$ cat src/rtl/fc_pkg.sv
// fc_pkg: shared constants, FSM encodings and the
// requantise/saturate helper for the FC layer engine.
package fc_pkg;

  localparam int FC_DATA_WIDTH    = 8;
  localparam int FC_DATA_PER_WORD = 4;

  localparam logic [1:0] IDLE  = 2'd0;
  localparam logic [1:0] RUN   = 2'd1;
  localparam logic [1:0] DRAIN = 2'd2;
  localparam logic [1:0] DONE  = 2'd3;

  // Round half up, arithmetic shift, optional ReLU, clamp to int8.
  function automatic logic [7:0] requant(
    input logic signed [63:0] acc,
    input logic [3:0]         shift,
    input logic               relu
  );
    logic signed [63:0] v;
    v = acc;
    if (shift != 4'd0)
      v = v + (64'sd1 <<< (shift - 4'd1));
    v = v >>> shift;
    if (relu && v < 0)
      v = '0;
    if (v > 64'sd127)
      return 8'h7F;
    if (v < -64'sd128)
      return 8'h80;
    return v[7:0];
  endfunction

endpackage

$ cat src/rtl/fc_dot_unit.sv
// fc_dot_unit: signed activation x weight products
// summed and registered one cycle after SRAM data.
module fc_dot_unit
  import fc_pkg::*;
#(
  parameter int DATA_WIDTH    = FC_DATA_WIDTH,
  parameter int DATA_PER_WORD = FC_DATA_PER_WORD,
  parameter int NUM_BANK      = 5,
  parameter int WEIGHT_WIDTH  = 4,
  parameter int WEIGHT_NUM    = 20,
  parameter int SUM_WIDTH     = 17
) (
  input  logic clk,
  input  logic srstn,
  input  logic [NUM_BANK*DATA_PER_WORD*DATA_WIDTH-1:0] act,
  input  logic [WEIGHT_NUM*WEIGHT_WIDTH-1:0] wgt,
  output logic signed [SUM_WIDTH-1:0] sum
);

  localparam int PW = DATA_WIDTH + WEIGHT_WIDTH;
  localparam int WW = DATA_PER_WORD * DATA_WIDTH;

  logic signed [DATA_WIDTH-1:0]   a;
  logic signed [WEIGHT_WIDTH-1:0] w;
  logic signed [PW-1:0]           p;
  logic signed [SUM_WIDTH-1:0]    tree;

  // Element j = bank*DATA_PER_WORD + byte, bank 0 and byte 0 in MSBs.
  always_comb begin
    a = '0;
    w = '0;
    p = '0;
    tree = '0;
    for (int b = 0; b < NUM_BANK; b++) begin
      for (int y = 0; y < DATA_PER_WORD; y++) begin
        a = act[(NUM_BANK-1-b)*WW
                + (DATA_PER_WORD-1-y)*DATA_WIDTH
                +: DATA_WIDTH];
        w = wgt[(WEIGHT_NUM-1-(b*DATA_PER_WORD+y))
                * WEIGHT_WIDTH +: WEIGHT_WIDTH];
        p = PW'(a) * PW'(w);
        tree = tree + SUM_WIDTH'(p);
      end
    end
  end

  always_ff @(posedge clk or negedge srstn) begin
    if (!srstn)
      sum <= '0;
    else
      sum <= tree;
  end

endmodule

$ cat src/rtl/fc_layer_engine.sv
// fc_layer_engine: runtime-configured fully-connected layer,
// one activation word per cycle, int8 results byte-wise to banks.
module fc_layer_engine
  import fc_pkg::*;
#(
  parameter int DATA_WIDTH        = FC_DATA_WIDTH,
  parameter int DATA_PER_WORD     = FC_DATA_PER_WORD,
  parameter int NUM_BANK          = 5,
  parameter int WEIGHT_WIDTH      = 4,
  parameter int WEIGHT_NUM        = 20,
  parameter int WEIGHT_ADDR_WIDTH = 15,
  parameter int ACC_WIDTH         = 28
) (
  input  logic                               clk,
  input  logic                               srstn,
  input  logic                               start,
  input  logic [9:0]                         cfg_in_words,
  input  logic [9:0]                         cfg_out_num,
  input  logic [WEIGHT_ADDR_WIDTH-1:0]       cfg_weight_base,
  input  logic [3:0]                         cfg_shift,
  input  logic                               cfg_relu,
  output logic [9:0]                         act_raddr,
  input  logic [NUM_BANK*32-1:0]             act_rdata,
  output logic [WEIGHT_ADDR_WIDTH-1:0]       w_raddr,
  input  logic [WEIGHT_NUM*WEIGHT_WIDTH-1:0] w_rdata,
  output logic [NUM_BANK-1:0]                out_wsb,
  output logic [3:0]                         out_bytemask,
  output logic [9:0]                         out_waddr,
  output logic [7:0]                         out_wdata,
  output logic                               busy,
  output logic                               done
);

  localparam int SUM_WIDTH =
    DATA_WIDTH + WEIGHT_WIDTH + $clog2(WEIGHT_NUM);
  localparam int BW = (NUM_BANK > 1) ? $clog2(NUM_BANK) : 1;

  logic [1:0] state;
  logic [9:0] words, num, o_cnt;
  logic [3:0] shift;
  logic       relu;
  logic       v0, f0, l0, v1, f1, l1, v2, f2, l2, fin;
  logic signed [SUM_WIDTH-1:0] sum;
  logic signed [ACC_WIDTH-1:0] acc;
  logic [9:0]    n_cnt, wword;
  logic [1:0]    lane;
  logic [BW-1:0] bank;
  logic          wr_last, accept, last_k, last_o, zero;

  assign accept = start && (state == IDLE);
  assign last_k = act_raddr == words - 10'd1;
  assign last_o = o_cnt == num - 10'd1;
  assign zero   = (cfg_in_words == 10'd0) || (cfg_out_num == 10'd0);
  assign busy   = state != IDLE;
  assign done   = state == DONE;

  always_ff @(posedge clk or negedge srstn) begin
    if (!srstn) begin
      state     <= IDLE;
      words     <= '0;
      num       <= '0;
      shift     <= '0;
      relu      <= 1'b0;
      o_cnt     <= '0;
      act_raddr <= '0;
      w_raddr   <= '0;
      v0        <= 1'b0;
      f0        <= 1'b0;
      l0        <= 1'b0;
    end else begin
      unique case (state)
        IDLE: if (start) begin
          words     <= cfg_in_words;
          num       <= cfg_out_num;
          shift     <= cfg_shift;
          relu      <= cfg_relu;
          o_cnt     <= '0;
          act_raddr <= '0;
          w_raddr   <= cfg_weight_base;
          if (zero) begin
            state <= DONE;
          end else begin
            state <= RUN;
            v0    <= 1'b1;
            f0    <= 1'b1;
            l0    <= cfg_in_words == 10'd1;
          end
        end
        RUN: if (last_k && last_o) begin
          state <= DRAIN;
          v0    <= 1'b0;
        end else begin
          w_raddr <= w_raddr + WEIGHT_ADDR_WIDTH'(1);
          if (last_k) begin
            act_raddr <= '0;
            o_cnt     <= o_cnt + 10'd1;
            f0        <= 1'b1;
            l0        <= words == 10'd1;
          end else begin
            act_raddr <= act_raddr + 10'd1;
            f0        <= 1'b0;
            l0        <= act_raddr + 10'd2 == words;
          end
        end
        DRAIN: if (wr_last) state <= DONE;
        DONE:  state <= IDLE;
        default: state <= IDLE;
      endcase
    end
  end

  fc_dot_unit #(
    .DATA_WIDTH   (DATA_WIDTH),
    .DATA_PER_WORD(DATA_PER_WORD),
    .NUM_BANK     (NUM_BANK),
    .WEIGHT_WIDTH (WEIGHT_WIDTH),
    .WEIGHT_NUM   (WEIGHT_NUM),
    .SUM_WIDTH    (SUM_WIDTH)
  ) u_dot (
    .clk  (clk),
    .srstn(srstn),
    .act  (act_rdata),
    .wgt  (w_rdata),
    .sum  (sum)
  );

  // Tags follow the address through SRAM read and product stages.
  always_ff @(posedge clk or negedge srstn) begin
    if (!srstn) begin
      {v1, f1, l1, v2, f2, l2, fin} <= '0;
      acc <= '0;
    end else begin
      {v1, f1, l1} <= {v0, f0, l0};
      {v2, f2, l2} <= {v1, f1, l1};
      fin          <= v2 && l2;
      if (v2)
        acc <= f2 ? ACC_WIDTH'(sum) : acc + ACC_WIDTH'(sum);
    end
  end

  always_ff @(posedge clk or negedge srstn) begin
    if (!srstn) begin
      out_wsb      <= '1;
      out_bytemask <= 4'hF;
      out_waddr    <= '0;
      out_wdata    <= '0;
      wr_last      <= 1'b0;
      n_cnt        <= '0;
      wword        <= '0;
      lane         <= '0;
      bank         <= '0;
    end else begin
      out_wsb      <= '1;
      out_bytemask <= 4'hF;
      wr_last      <= 1'b0;
      if (accept) begin
        n_cnt <= '0;
        wword <= '0;
        lane  <= '0;
        bank  <= '0;
      end else if (fin) begin
        out_wsb      <= ~(NUM_BANK'(1) << bank);
        out_bytemask <= ~(4'b1000 >> lane);
        out_waddr    <= wword;
        out_wdata    <= requant(64'(acc), shift, relu);
        wr_last      <= n_cnt == num - 10'd1;
        n_cnt        <= n_cnt + 10'd1;
        lane         <= lane + 2'd1;
        if (lane == 2'd3) begin
          if (bank == BW'(NUM_BANK - 1)) begin
            bank  <= '0;
            wword <= wword + 10'd1;
          end else begin
            bank <= bank + BW'(1);
          end
        end
      end
    end
  end

endmodule
$ cat config.mk
export PLATFORM = sky130hd
export DESIGN_NAME = fc_layer_engine
export DESIGN_NICKNAME = d
export VERILOG_FILES = /design/src/rtl/fc_pkg.sv /design/src/rtl/fc_dot_unit.sv /design/src/rtl/fc_layer_engine.sv
export SDC_FILE = /design/constraint.sdc
export NUM_CORES = 2
export LEC_CHECK = 0
export ABC_AREA = 1
export BUFFER_PORTS_ARGS = -buffer_cell sky130_fd_sc_hd__buf_2
export CORE_MARGIN = 5
export CORE_UTILIZATION = 40
export CTS_BUF_LIST = sky130_fd_sc_hd__clkbuf_8 sky130_fd_sc_hd__clkbuf_16
export DETAILED_ROUTE_END_ITERATION = 16
export PLACE_DENSITY = 0.66
export SYNTH_ARGS = -nofsm -noshare
export SYNTH_HDL_FRONTEND = slang
export SYNTH_SLANG_ARGS = --single-unit
$ cat constraint.sdc
create_clock -name clk -period 5.95 [get_ports clk]
set_clock_uncertainty 0.2 [all_clocks]
set_input_delay 0.595 -clock clk [delete_from_list [all_inputs] [get_ports clk]]
set_output_delay 0.595 -clock clk [all_outputs]
set_load 0.03 [all_outputs]
# Yosys cells after proc, flatten, opt, wreduce, memory -nomap -nowiden
# Cells that the tools add are included.
# word_totals
ff_bits	170
out_inout_bits	54
wordCells	194
# classes
addsub	32
n_mul	20
order_cmp	3
n_eq_ne	17
n_shift	4
n_mux	63
n_bitwise	3
reduce_logical	23
# ops
cell	n
$mux W64	6
$add A17 B12 Y17	17
$mul A8 B4 Y12	20
$mux W10	11
$add A28 B64 Y64	1
$gt A64 B8 Y1 const B	1
$lt A64 B1 Y1 const B	1
$lt A64 B8 Y1 const B	1
$sshl A2 B4 Y64 const A	1
$sshr A64 B4 Y64	1
$add A10 B1 Y10 const B	4
$eq A10 B10 Y1	4
$pmux W10 S2	2
$mux W8	4
$mux W15	2
$pmux W15 S2	1
$add A28 B17 Y28	1
$mux W28	1
$eq A10 B1 Y1 const B	2
$logic_not A10 Y1	2
$sub A10 B1 Y10 const B	2
$mux W1	18
$add A15 B1 Y15 const B	1
$add A13 B12 Y14	1
other kinds (28)	60

# Logic depth before layout (Yosys ltp)
# logic_depth
word_depth	21
ltp_mapped	52
mapped_depth_nobuf	51

# By module
# Synthesis repeated with hierarchy kept, for this count alone.
# unflattened
cells_unflattened	5279
hier_area_um2	41058.1
# by_module_without_submodules
mod	instances	cells_per_inst	area_each_um2	seq_area_each_um2
fc_dot_unit	1	3055	27077.2	425.4
fc_layer_engine	1	2224	13980.9	3839.9

# Worst setup path after synthesis
# No wires, ideal clock.
# synth_path
kind	input port to flip-flop
start	input w_rdata[75]
end	register u_dot.sum[16]
setup_ns	0.079
arrival_ns	11.966
required_time_ns	5.671
path_slack_ns	-6.295
stages	50
path_buffers	0
path_cell_list	clkinv_1 or2_2 fa_1 fa_1 inv_1 fa_1 inv_1 fa_1 inv_1 ha_1 inv_1 fa_1 inv_1 ha_1 inv_1 fa_1 o31ai_1 nand2_1 (+14 left out) inv_1 ha_1 fa_1 inv_1 fa_1 fa_1 inv_1 fa_1 inv_1 fa_1 inv_1 ha_1 a21oi_1 nand2_1 a21oi_1 nor2_1 nor2_1 xor2_1
# synth_via
elab_chain_len	20
# synth_lines
element	line	source
from (decl)	fc_layer_engine.sv:25	input logic [WEIGHT_NUM*WEIGHT_WIDTH-1:0] w_rdata,
$mul A8 B4 Y12	fc_dot_unit.sv:41	p = PW'(a) * PW'(w);
$add A12 B12 Y13	fc_dot_unit.sv:42	tree = tree + SUM_WIDTH'(p);
$add A13 B12 Y14	fc_dot_unit.sv:42	
$add A17 B12 Y17 (17 in a row)	fc_dot_unit.sv:42	
net u_dot.tree[16]	fc_dot_unit.sv:26	logic signed [SUM_WIDTH-1:0] tree;
to (signal assigned)	fc_dot_unit.sv:51	sum <= tree;
to (decl)	fc_dot_unit.sv:17	output logic signed [SUM_WIDTH-1:0] sum
# The timed path passes the listed nets, and every way through them passes these cells.
# A chain may end at the register's enable or synchronous reset.

# Worst setup path after layout
# layout_path
start	input act_rdata[137]
end	register u_dot.sum[15]
# layout_via
elab_chain_len	19
# layout_lines
element	line	source
from (decl)	fc_layer_engine.sv:23	input logic [NUM_BANK*32-1:0] act_rdata,
$mul A8 B4 Y12	fc_dot_unit.sv:41	
$add A13 B12 Y14	fc_dot_unit.sv:42	
$add A17 B12 Y17 (17 in a row)	fc_dot_unit.sv:42	
net u_dot.tree[15]	fc_dot_unit.sv:26	
# The timed path passes the listed nets, and every way through them passes these cells.

==> reports/qor.txt <==
Worst-Margin Slew = 0.979 ns
Post-Route WL = 116 mm
Clock buffer depth = 2
Cell Area, Placed = 0.0469 mm2
Max-Cap Viols = 0
Number of global-route vias before repair = 36.4k
Crit Path Class = in2reg
Placed Cells incl. Taps = 7098
Synthesized area = 0.0409 mm2
# IOs = 337
Crit start category = primary input
Worst Path Required = 6.12 ns
CTS Buf Count = 17
Via Count = 34.4k
Worst-path fanout max = 3
Final slew viol count = 0
Crit path time final = 11.40 ns
Register bit total from synthesis = 170
Clock Sinks = 170
Full die area = 0.109 mm2
Post-synth EDFFs = 0
Via density = 4.81
Status = finished with violations
Largest family of logic cells by synthesized area = adder cells
Final Non-Filler Cells = 7155
Failing checks = setup timing
Final Setup Violations = 16
Post-synthesis xor/xnor area fraction = 0.0240
Post-Synth Simple-Gate Area = 0.205
DRC = 0
All-layer global routing usage = 0.218
Proportion of layout cells with a drive suffix above 1 = 0.187
Final Wtd Congestion = 0.985
Avg Cell Area, Syn = 7.94 um2
Largest stage delay, worst path = 0.56 ns
Die Y = 330 um
Synth cell types = 59
Initial antenna violation count = 16
Initial Util = 0.402
Routed len/inst = 16.2 um
I/O Buffers = 336
H-Tree Depth = 4
Skew-Pair Late Insertion Delay = 0.45 ns
Endpoints failing hold = 0
Die width = 330 um
ANT nets after route = 0
Setup ws final = -5.45 ns
Register area share after synthesis = 0.104
CTS tree = built
Final Util = 0.475
Iteration-0 DRC Markers = 2147
Dpl hpwl = 103 mm
CP endpoint kind = register
Synthesized Nets = 6490
Design Area, Final = 0.0483 mm2
Fin Hold WS = 0.157 ns
Top cell by count, worst path = fa_1
Synth-to-Final Area Change = 18.1%
Max stage delay cell, worst path = fa_1
Mux contribution to synthesized area = 0.000520
Core Region = 0.102 mm2
Asr flop ratio synth = 1.00
Max frequency = 87.7 MHz
Std cell rows = 117
Hold WC Path Type = reg2reg
Drt first pass iters = 5
Worst slew margin = 0.347
Cells after Synth = 5146
Root buffer cell = clkbuf_16
Yosys Warn Count = 0
Data arrival time of the worst path = 11.57 ns
GRT overflow = 0
Post-synthesis compound-gate area fraction = 0.0488
Synth Area in Adders = 0.478
# nets final = 7106
Largest net degree at the start of global routing = 75
Clock transition at path regs = 0.08 ns
Ys flop type = dfrtp_1
RSZ-0062 raised after global routing = yes
First-pass GRT wire length = 190 mm
Fin crit share = 1.92
synthesized netlist by cell type (9+ instances only):
library cell | number | area share
inv_1 | 1334 | 0.12
nand2_1 | 1151 | 0.11
fa_1 | 837 | 0.41
nand3_1 | 332 | 0.041
nor2_1 | 231 | 0.021
ha_1 | 224 | 0.069
dfrtp_1 | 161 | 0.099
o21ai_0 | 137 | 0.017
a21oi_1 | 110 | 0.013
or2_2 | 107 | 0.016
clkbuf_1 | 98 | 0.0090
xor2_1 | 67 | 0.014
xnor2_1 | 45 | 0.0096
nor3_1 | 40 | 0.0049
nand4_1 | 26 | 0.0040
buf_2 | 23 | 0.0028
buf_1 | 21 | 0.0019
o211ai_1 | 19 | 0.0035
o21ai_1 | 18 | 0.0022
inv_2 | 14 | 0.0013
a22oi_1 | 13 | 0.0024
nor4_1 | 12 | 0.0018
a31oi_1 | 10 | 0.0015
o21bai_1 | 10 | 0.0018
dfstp_2 | 9 | 0.0058
nand2_2 | 9 | 0.0014
layout by cell type (no fill, tap or decap), types with 40 or more instances in the layout:
cell and n:
a21oi_1 98, buf_2 323, buf_4 388, dfrtp_1 161, fa_1 829, ha_1 191
inv_1 1282, inv_2 62, nand2_1 1140, nand3_1 332, nor2_1 228, nor3_1 40
o21ai_0 133, or2_2 105, xnor2_1 43, xor2_1 61
worst max-delay path: cells and delay by family:
family	cells	cell delay [ns]
simple gates	3	0.16
compound gates	10	1.33
buf+inv	12	0.63
xor+xnor	1	0.14
fa+ha+maj	19	8.69
area by class of cell:
type	instances	area (um2)
Clock buffer	17	425
Multi-Input combinational cell	3476	31600
Inverter	1353	5100
Sequential cell	170	4270
Clock inverter	15	205
Timing Repair Buffer	744	4950
Fill cell	9921	53300
Antenna cell	12	30.0
Tap cell	1368	1710
through the flow:
| stage | TNS [ns] | setup slack, ns |
|---|---|---|
| finish | -70.80 | -5.45 |
| global route | -75.77 | -5.89 |
| CTS | -71.37 | -5.55 |
| detailed placement | -80.99 | -6.13 |
| global placement | -79.42 | -6.04 |
| floorplan | -71.69 | -5.67 |
sequential cells by signal, indices dropped and copies added (netlist names), 8 cells and up:
signal,count
u_dot.sum,17
acc,28
wword,10
act_raddr,10
n_cnt,10
out_wdata,8
w_raddr,15
words,10
num,10
o_cnt,10
out_waddr,10
timing repair:
| action | 4_1_cts | 5_1_grt |
|---|---|---|
| pin swaps | 64 | 50 |
| endpoints found under the hold margin | 42 | 0 |
| resized for setup | 102 | 47 |
| buffers inserted | 15 | 6 |
| setup endpoints to repair | 16 | 16 |
| hold buffers | 1 | 0 |
worst paths after layout:
path,startpoint,endpoint,slack [ns],cells past startpoint
worst max-delay path,act_rdata[137],u_dot.sum[15]$_DFF_PN0_,-5.45,45
worst min-delay path,v1$_DFF_PN0_,v2$_DFF_PN0_,0.16,0
worst max register to register,shift[0]$_DFFE_PN0P_,out_wdata[4]$_DFFE_PN0P_,0.78,30
worst min register to register,v1$_DFF_PN0_,v2$_DFF_PN0_,0.16,0
max in group asynchronous,srstn,u_dot.sum[12]$_DFF_PN0_,3.73,3
min in group asynchronous,srstn,wword[4]$_DFFE_PN0P_,0.45,2
layer usage:
metal / vias up / track usage / part of all wire
met5: - / 0 / 0.00024
met4: 6 / 0.0676 / 0.036
met3: 170 / 0.0199 / 0.042
met2: 817 / 0.375 / 0.49
met1: 17000 / 0.293 / 0.43
li1: 16400 / - / -
kinds of logic after synthesis:
family	count (synthesis)
simple gates	1947
buf+inv	1500
fa+ha+maj	1061
compound gates	354
flops	170
xor+xnor	112
mux	2
Power is not shown: default switching activity piles up to over one toggle a cycle in this logic, so the estimate is an artifact.
